--- src/rtl/exp_log_arbiter.sv ---
// Round-robin arbiter that shares one combinational exp_log LUT among NREQ requesters.
// One result register per block gives 1-cycle latency and sustains one result per cycle.
module exp_log_arbiter #(
  parameter  int NREQ = 4,
  localparam int IDW  = $clog2(NREQ)
) (
  input  logic              clk,
  input  logic              rst_n,
  input  logic [NREQ-1:0]   req_valid,
  input  logic [7*NREQ-1:0] req_data,
  output logic [NREQ-1:0]   req_ready,
  output logic [6:0]        lut_in,
  input  logic [14:0]       lut_out,
  output logic              rsp_valid,
  input  logic              rsp_ready,
  output logic [14:0]       rsp_data,
  output logic [IDW-1:0]    rsp_id
);

  logic [IDW-1:0] ptr;
  logic [IDW-1:0] gnt_idx;
  logic [IDW-1:0] idx;
  logic           found;
  logic           accept;
  logic           grant;

  assign accept = !rsp_valid || rsp_ready;

  // NREQ is a power of two, so IDW-bit addition wraps modulo NREQ.
  always_comb begin
    found   = 1'b0;
    gnt_idx = '0;
    idx     = '0;
    for (int unsigned i = 0; i < NREQ; i++) begin
      idx = ptr + IDW'(i);
      if (!found && req_valid[idx]) begin
        found   = 1'b1;
        gnt_idx = idx;
      end
    end
  end

  // Reset gates the grant so no handshake can complete while rst_n is low.
  assign grant = found && accept && rst_n;

  always_comb begin
    req_ready = '0;
    lut_in    = '0;
    if (grant) begin
      req_ready[gnt_idx] = 1'b1;
      lut_in             = req_data[7*gnt_idx +: 7];
    end
  end

  always_ff @(posedge clk) begin
    if (!rst_n) begin
      ptr       <= '0;
      rsp_valid <= 1'b0;
      rsp_data  <= '0;
      rsp_id    <= '0;
    end else if (grant) begin
      ptr       <= gnt_idx + 1'b1;
      rsp_valid <= 1'b1;
      rsp_data  <= lut_out;
      rsp_id    <= gnt_idx;
    end else if (rsp_ready) begin
      rsp_valid <= 1'b0;
    end
  end

endmodule
--- config.mk ---
export PLATFORM = sky130hd
export DESIGN_NAME = exp_log_arbiter
export DESIGN_NICKNAME = d
export VERILOG_FILES = /design/src/rtl/exp_log_arbiter.sv
export SDC_FILE = /design/constraint.sdc
export NUM_CORES = 1
export LEC_CHECK = 0
export ABC_CLOCK_PERIOD_IN_PS = 1800
export CAP_MARGIN = 10
export CORE_MARGIN = 2
export CORE_UTILIZATION = 30
export CTS_BUF_LIST = sky130_fd_sc_hd__clkbuf_16
export CTS_CLUSTER_SIZE = 40
export DETAILED_ROUTE_END_ITERATION = 12
export PLACE_DENSITY = 0.75
export SLEW_MARGIN = 10
export SYNTH_ARGS = -nofsm -noshare
export SYNTH_HDL_FRONTEND = slang
export SYNTH_SLANG_ARGS = --single-unit
--- constraint.sdc ---
create_clock -name clk -period 1.8 [get_ports clk]
set_clock_uncertainty 0.15 [all_clocks]
set_input_delay 0.36 -clock clk [delete_from_list [all_inputs] [get_ports clk]]
set_output_delay 0.36 -clock clk [all_outputs]
set_load 0.01 [all_outputs]
# Word level (Yosys, flattened, before mapping)
# Index checks and enable logic that the tools add are counted.
[word_totals] register_bits=20 in_bits=50 out_inout_bits=29 word_cells=50
[classes] n_addsub=4 mul=1 magnitude_cmp=6 shifts=1 mux=22 n_reduce_logical=12
[ops] op="indexed part select 28 x 6 -> 7 bit" n=1
[ops] op="less-than comparator 2 x 3 -> 1 bit (second input constant)" n=5
[ops] op="2-to-1 mux 1 bit" n=11
[ops] op="binary-select mux 1 bit (select 2 bit)" n=4
[ops] op="2-to-1 mux 2 bit" n=4
[ops] op="2-to-1 mux 7 bit" n=1
[ops] op="logical AND 1 bit" n=6
[ops] op="multiplier 3 x 2 -> 5 bit (first input constant)" n=1
[ops] op="adder 2 x 1 -> 2 bit (second input constant)" n=2
[ops] op="adder 2 bit (second input constant)" n=2
[ops] op="zero test 1 bit" n=4
[ops] op="2-to-1 mux 4 bit" n=1
[ops] op="demux 1 bit (select 2 bit)" n=1
[ops] op=">= comparator 2 x 1 -> 1 bit (second input constant)" n=1
[ops] op="nonzero test 2 bit" n=1
[ops] op="logical OR 1 bit" n=1

# Longest topological paths before layout
[logic_depth] ltp_word=17 ltp_mapped=9 mapped_depth_nobuf=7

# Least setup slack after synthesis
# Ideal clock, no wire load.
[synth_timing] path_type="input -> output" startpoint="input req_valid[1]" endpoint="output req_ready[1]" arrival_time_ns=1.423 required_time_ns=1.290 setup_slack_ns=-0.133 path_stages=8 n_path_buf=2 cell_sequence="nand2b_1 a21oi_1 a211o_1 buf_6 buf_12 clkinv_1 ha_1 and2_1"
[synth_between] elab_chain_len=17 word_cells_on_any_way=30 cone_classes="order compare: 2; mux: 19; reduce/logical: 9"
[synth_lines] element="start, declared" line="9" rtl="input logic [NREQ-1:0] req_valid,"
[synth_lines] element="binary-select mux 1 bit (select 2 bit)" line="36" rtl="if (!found && req_valid[idx]) begin"
[synth_lines] element="2-to-1 mux 1 bit (not written as such)" line="36"
[synth_lines] element="2-to-1 mux 1 bit" line="36"
[synth_lines] element="zero test 1 bit" line="36"
[synth_lines] element="logical AND 1 bit" line="36"
[synth_lines] element="2-to-1 mux 1 bit" line="36"
[synth_lines] element="zero test 1 bit" line="36"
[synth_lines] element="logical AND 1 bit" line="36"
[synth_lines] element="[2 not listed]"
[synth_lines] element="logical AND 1 bit" line="36"
[synth_lines] element="2-to-1 mux 2 bit *" line="36"
[synth_lines] element="named net gnt_idx[0]" line="21" rtl="logic [IDW-1:0] gnt_idx;"
[synth_lines] element="less-than comparator 2 x 3 -> 1 bit (not written as such) / >= comparator 2 x 1 -> 1 bit (equally long branches)" line="50" rtl="req_ready[gnt_idx] = 1'b1;"
[synth_lines] element="logical AND 1 bit (not written as such)" line="50"
[synth_lines] element="2-to-1 mux 1 bit (not written as such)" line="50"
[synth_lines] element="demux 1 bit (select 2 bit) *" line="50"
[synth_lines] element="2-to-1 mux 4 bit *" line="49" rtl="if (grant) begin"
[synth_lines] element="end, declared" line="11" rtl="output logic [NREQ-1:0] req_ready,"
# The timed path passes the listed nets; every way through them passes the cells marked *. The select of a mux whose other input is x is not followed.

# Worst setup path in the final report
[layout_timing] startpoint="register ptr[0]" endpoint="output lut_in[1]"
[layout_between] elab_chain_len=15 word_cells_on_any_way=30 cone_classes="add/sub: 3; mul: 1; shift: 1; mux: 17; reduce/logical: 8"
[layout_lines] element="start, declared" line="20" rtl="logic [IDW-1:0] ptr;"
[layout_lines] element="start signal, assigned" line="62" rtl="ptr <= gnt_idx + 1'b1;"
[layout_lines] element="parallel branches: the longest is 14 deep, another holds multiplier 3 x 2 -> 5 bit"
[layout_lines] element="2-to-1 mux 7 bit *" line="49"
[layout_lines] element="end, declared" line="12" rtl="output logic [6:0] lut_in,"
# Mark *: on every way between the ends. The select of a mux whose other input is x is not followed.

==> summary.md <==
| Metric | Value |
|---|---|
| Row count | `21` |
| Fin util | `73.75%` |
| Fin crit share | `127.6%` |
| Failing checks | `negative setup slack` |
| Latest clock arrival within the worst-skew pair | `250 ps` |
| Drt wl/cell | `13.53 microns` |
| Vias after detailed routing | `1316` |
| Slowest Stage Delay on Critical Path | `370 ps` |
| Max clock buf depth | `2` |
| Die extent in x | `63.82 microns` |
| Hold Violations, Final | `0` |
| Final Max Slew Viols | `0` |
| Largest net degree at the start of global routing | `23` |
| R2r setup slk | `approximately 140 ps` |
| First-pass GRT wire length | `5.761 mm` |
| Post-synth top area share | `a little under two fifths` |
| CTS root buffer | `clkbuf_16` |
| Status | `complete, but fails checks` |
| GRT Util Overall | `17.71%` |
| Most common cell after layout, fill and taps aside | `clkdlybuf4s50_1` |
| Syn Std Cell Area | `between 0.001 and 0.0015 sq mm` |
| Hold path start | `rsp_data[6]$_SDFFE_PN0P_` |
| Fraction of layout cells with a size suffix above 1 | `35.90%` |
| Fillers | `about 220` |
| Drt first pass iters | `4` |
| Fmax | `0.4352 GHz` |
| Placeable Area | `0.003390 sq mm` |
| Post-DP HPWL | `roughly 2.8 mm` |
| Final Worst Setup Slack | `-497.7 ps` |
| Synth unique cells | `25` |
| Combinational Power Share | `47.5%` |
| Final Setup Violations | `21` |
| Maximum VDD drop | `~380 uV` |
| RSZ-0062 raised after global routing | `true` |
| Synthesized flop and latch total | `20` |
| Vias per cell | `4.700` |
| ANT nets after route | `0` |
| Crit path capture type | `output port` |
| Global routing usage on met2 | `33.85%` |
| Initial antenna violation count | `0` |
| IO Pins | `79` |
| CP max FO | `7` |
| Worst flop-to-flop path endpoint | `ptr[1]$_SDFFE_PN0P_` |
| Inserted Diodes | `0` |
| Yosys warning count | `0` |
| CTS H-Tree Depth | `1` |
| Starting density of the core | `31.67%` |
| Relative slew slack | `between 80% and 90%` |
| Critical-path top delay cell | `dfxtp_4` |
| Switching Share | `30.00%` |
| Min cycle time layout | `around 2300 ps` |
| Die H | `63.82 microns` |
| CP required | `1290 ps` |
| Flop pwr share | `28.3%` |
| Max Cap Viol | `0` |
| Int Power | `between 0.001 and 0.0015 W` |
| DRT iter0 DRCs | `43` |
| Setup crit start kind | `register` |
| CP cell instances | `nand2b_4 > a21oi_2 > a211o_4 > buf_12 > mux2i_4 > o22ai_2 > buf_2` |
| Crit path DAT | `~1800 ps` |
| Post-synthesis sequential area ratio | `37.30%` |
| Clock network fraction of total power | `24.2%` |
| PwrDens | `between 700 and 800 mW/mm^2` |
| Worst path buffer plus inverter count | `2` |
| Nets@finish | `289` |
| GR Overflow Total | `0` |
| Clock sinks | `20` |
| GRT busiest layer | `met2` |
| Grt met3 use | `5.810%` |
| CTS clk-pin slew, worst paths | `approximately 50 ps` |
| Total wire length | `3.787 mm` |
| Vias in the first global route | `1344` |
| Area contributors post-synth | `dfxtp_1 37%, mux2i_1 14%, nand2_1 13%` |
| Net Switching | `0.0005624 W` |
| Hold Crit Depth | `2` |
| CTS tree | `yes` |
| Pre-CTS setup slack | `-1188 ps` |
| Mean Syn Cell Area | `8.011 sq um` |
| Worst slew pin tran | `239.7 ps` |
| Die ar. | `~0.004 sq mm` |
| Critical R2R Launch | `ptr[0]$_SDFFE_PN0P_` |
| Leak | `about 1.0 nW` |
| Synth-to-layout area growth | `132.9%` |
| Worst Hold Path EP | `rsp_data[6]$_SDFFE_PN0P_` |
| CTS buffer count | `3` |
| Synth area leader | `dfxtp_1` |
| Synthesized netlist net count | `188` |
| Worst setup path category | `reg -> out` |
| Worst reg-to-reg path cell count | `8` |
| Worst min path class | `reg -> reg` |
| Crit-path leading delay family | `compound AO/OA/AOI/OAI gates` |
| Instance count of the mapped netlist | `134` |
| Placer Congestion | `between 0.7 and 0.8` |
| Met1 Use GR | `17.76%` |
| Drt drc | `0` |
| Most frequent cells in the layout | `61 x clkdlybuf4s50_1, 34 x nand2_1, 18 x dfxtp_1, 16 x buf_4, 14 x o21ai_0` |
| Port Buffers | `78` |
-- layer usage --
| layer | part of all wire, % | wire length, microns |
|---|---|---|
| met1 | 38 | 1427 |
| met2 | 52 | 1974 |
| met3 | 9.1 | 344 |
| met4 | 1.1 | 41 |
| met5 | 0 | 0 |
-- cell type report --
type	instances	area [sq um]	share of cell area [%]
repair buffers	104	1044	41.74
multi-input cells	100	849.6	33.98
flip-flops and latches	20	405.4	16.22
clock buffers	3	75.07	3.003
inverters	6	65.06	2.603
well taps	46	57.56	2.302
clock inverters	1	3.754	0.1502
-- through the flow --
step	instances	hold WS [ps]	setup TNS, ps	cell area [sq um]	power [W]
finish	280	308.3	-5142	2500	0.001875
global route	280	328.9	-6449	2500	0.001975
CTS	271	311.9	-5841	2301	0.001785
detailed placement	266	300.5	-20130	2186	0.001274
global placement	266	290.5	-19120	2186	0.001255
floorplan	134	318.6	-302.1	1264	0.0009234
-- worst reg2reg max path, delay by kind of cell (launching register included) --
kind | cells | cell delay [ps]
AOI/OAI and AO/OA | 3 | 430
adders and majority gates | 1 | 190
buffers and inverters | 2 | 210
DFF | 1 | 370
and+or+nand+nor | 2 | 170
-- power by group through the flow --
stage	clock network (W)	registers (W)	logic, W
floorplan	0	0.000548	0.000376
global placement	0	0.000530	0.000725
detailed placement	0	0.000534	0.000739
CTS	0.000456	0.000528	0.000802
global route	0.000482	0.000536	0.000958
finish	0.000454	0.000531	0.000890
-- kinds of logic (layout without fill, tap and decap cells) --
kind of cell / count (synthesis) / count (layout) / share of synthesized area [%]
multiplexers: 15 / 15 / 13.99
AND/OR/NAND/NOR: 48 / 48 / 19.46
AO/OA/AOI/OAI: 33 / 33 / 17.13
flip-flops: 20 / 20 / 37.30
buffers and inverters: 14 / 114 / 7.459
adder cells (fa/ha/maj): 4 / 4 / 4.662
-- sequential cells by signal (all words and copies together) (netlist names) --
register   cells
rsp_id         2
rsp_data      15
rsp_valid      1
ptr            2
-- repair_timing --
action	4_1_cts	5_1_grt
setup buffers	0	8
cloned	1	1
hold endpoints to repair	0	0
endpoints found under the setup margin	25	21
pin swaps	4	1
hold buffers	0	0
gates resized for setup	72	30
-- cell usage after synthesis (all sizes together) --
cell type  number
a31oi           1
inv             5
o21ai          18
nor3b           1
a21oi           4
nor2            2
buf             5
or3             1
clkinv          1
a41oi           1
o22ai           8
nand2b          3
nand2          37
a211o           1
dfxtp          20
clkbuf          3
mux2i          15
ha              4
and2            4
-- worst max-delay path by stage --
stage	startpoint	end	slack [ps]	cells after the start
4_1_cts	ptr[0]$_SDFFE_PN0P_	lut_in[1]	-510	7
2_1_floorplan	req_valid[0]	req_ready[3]	-40	8
6_report	ptr[0]$_SDFFE_PN0P_	lut_in[1]	-500	7
3_5_place_dp	req_valid[0]	lut_in[5]	-1190	9
3_3_place_gp	req_valid[0]	req_ready[0]	-1150	9
5_1_grt	ptr[0]$_SDFFE_PN0P_	lut_in[1]	-550	7
No activity file was read; power rests on OpenSTA's default activity.
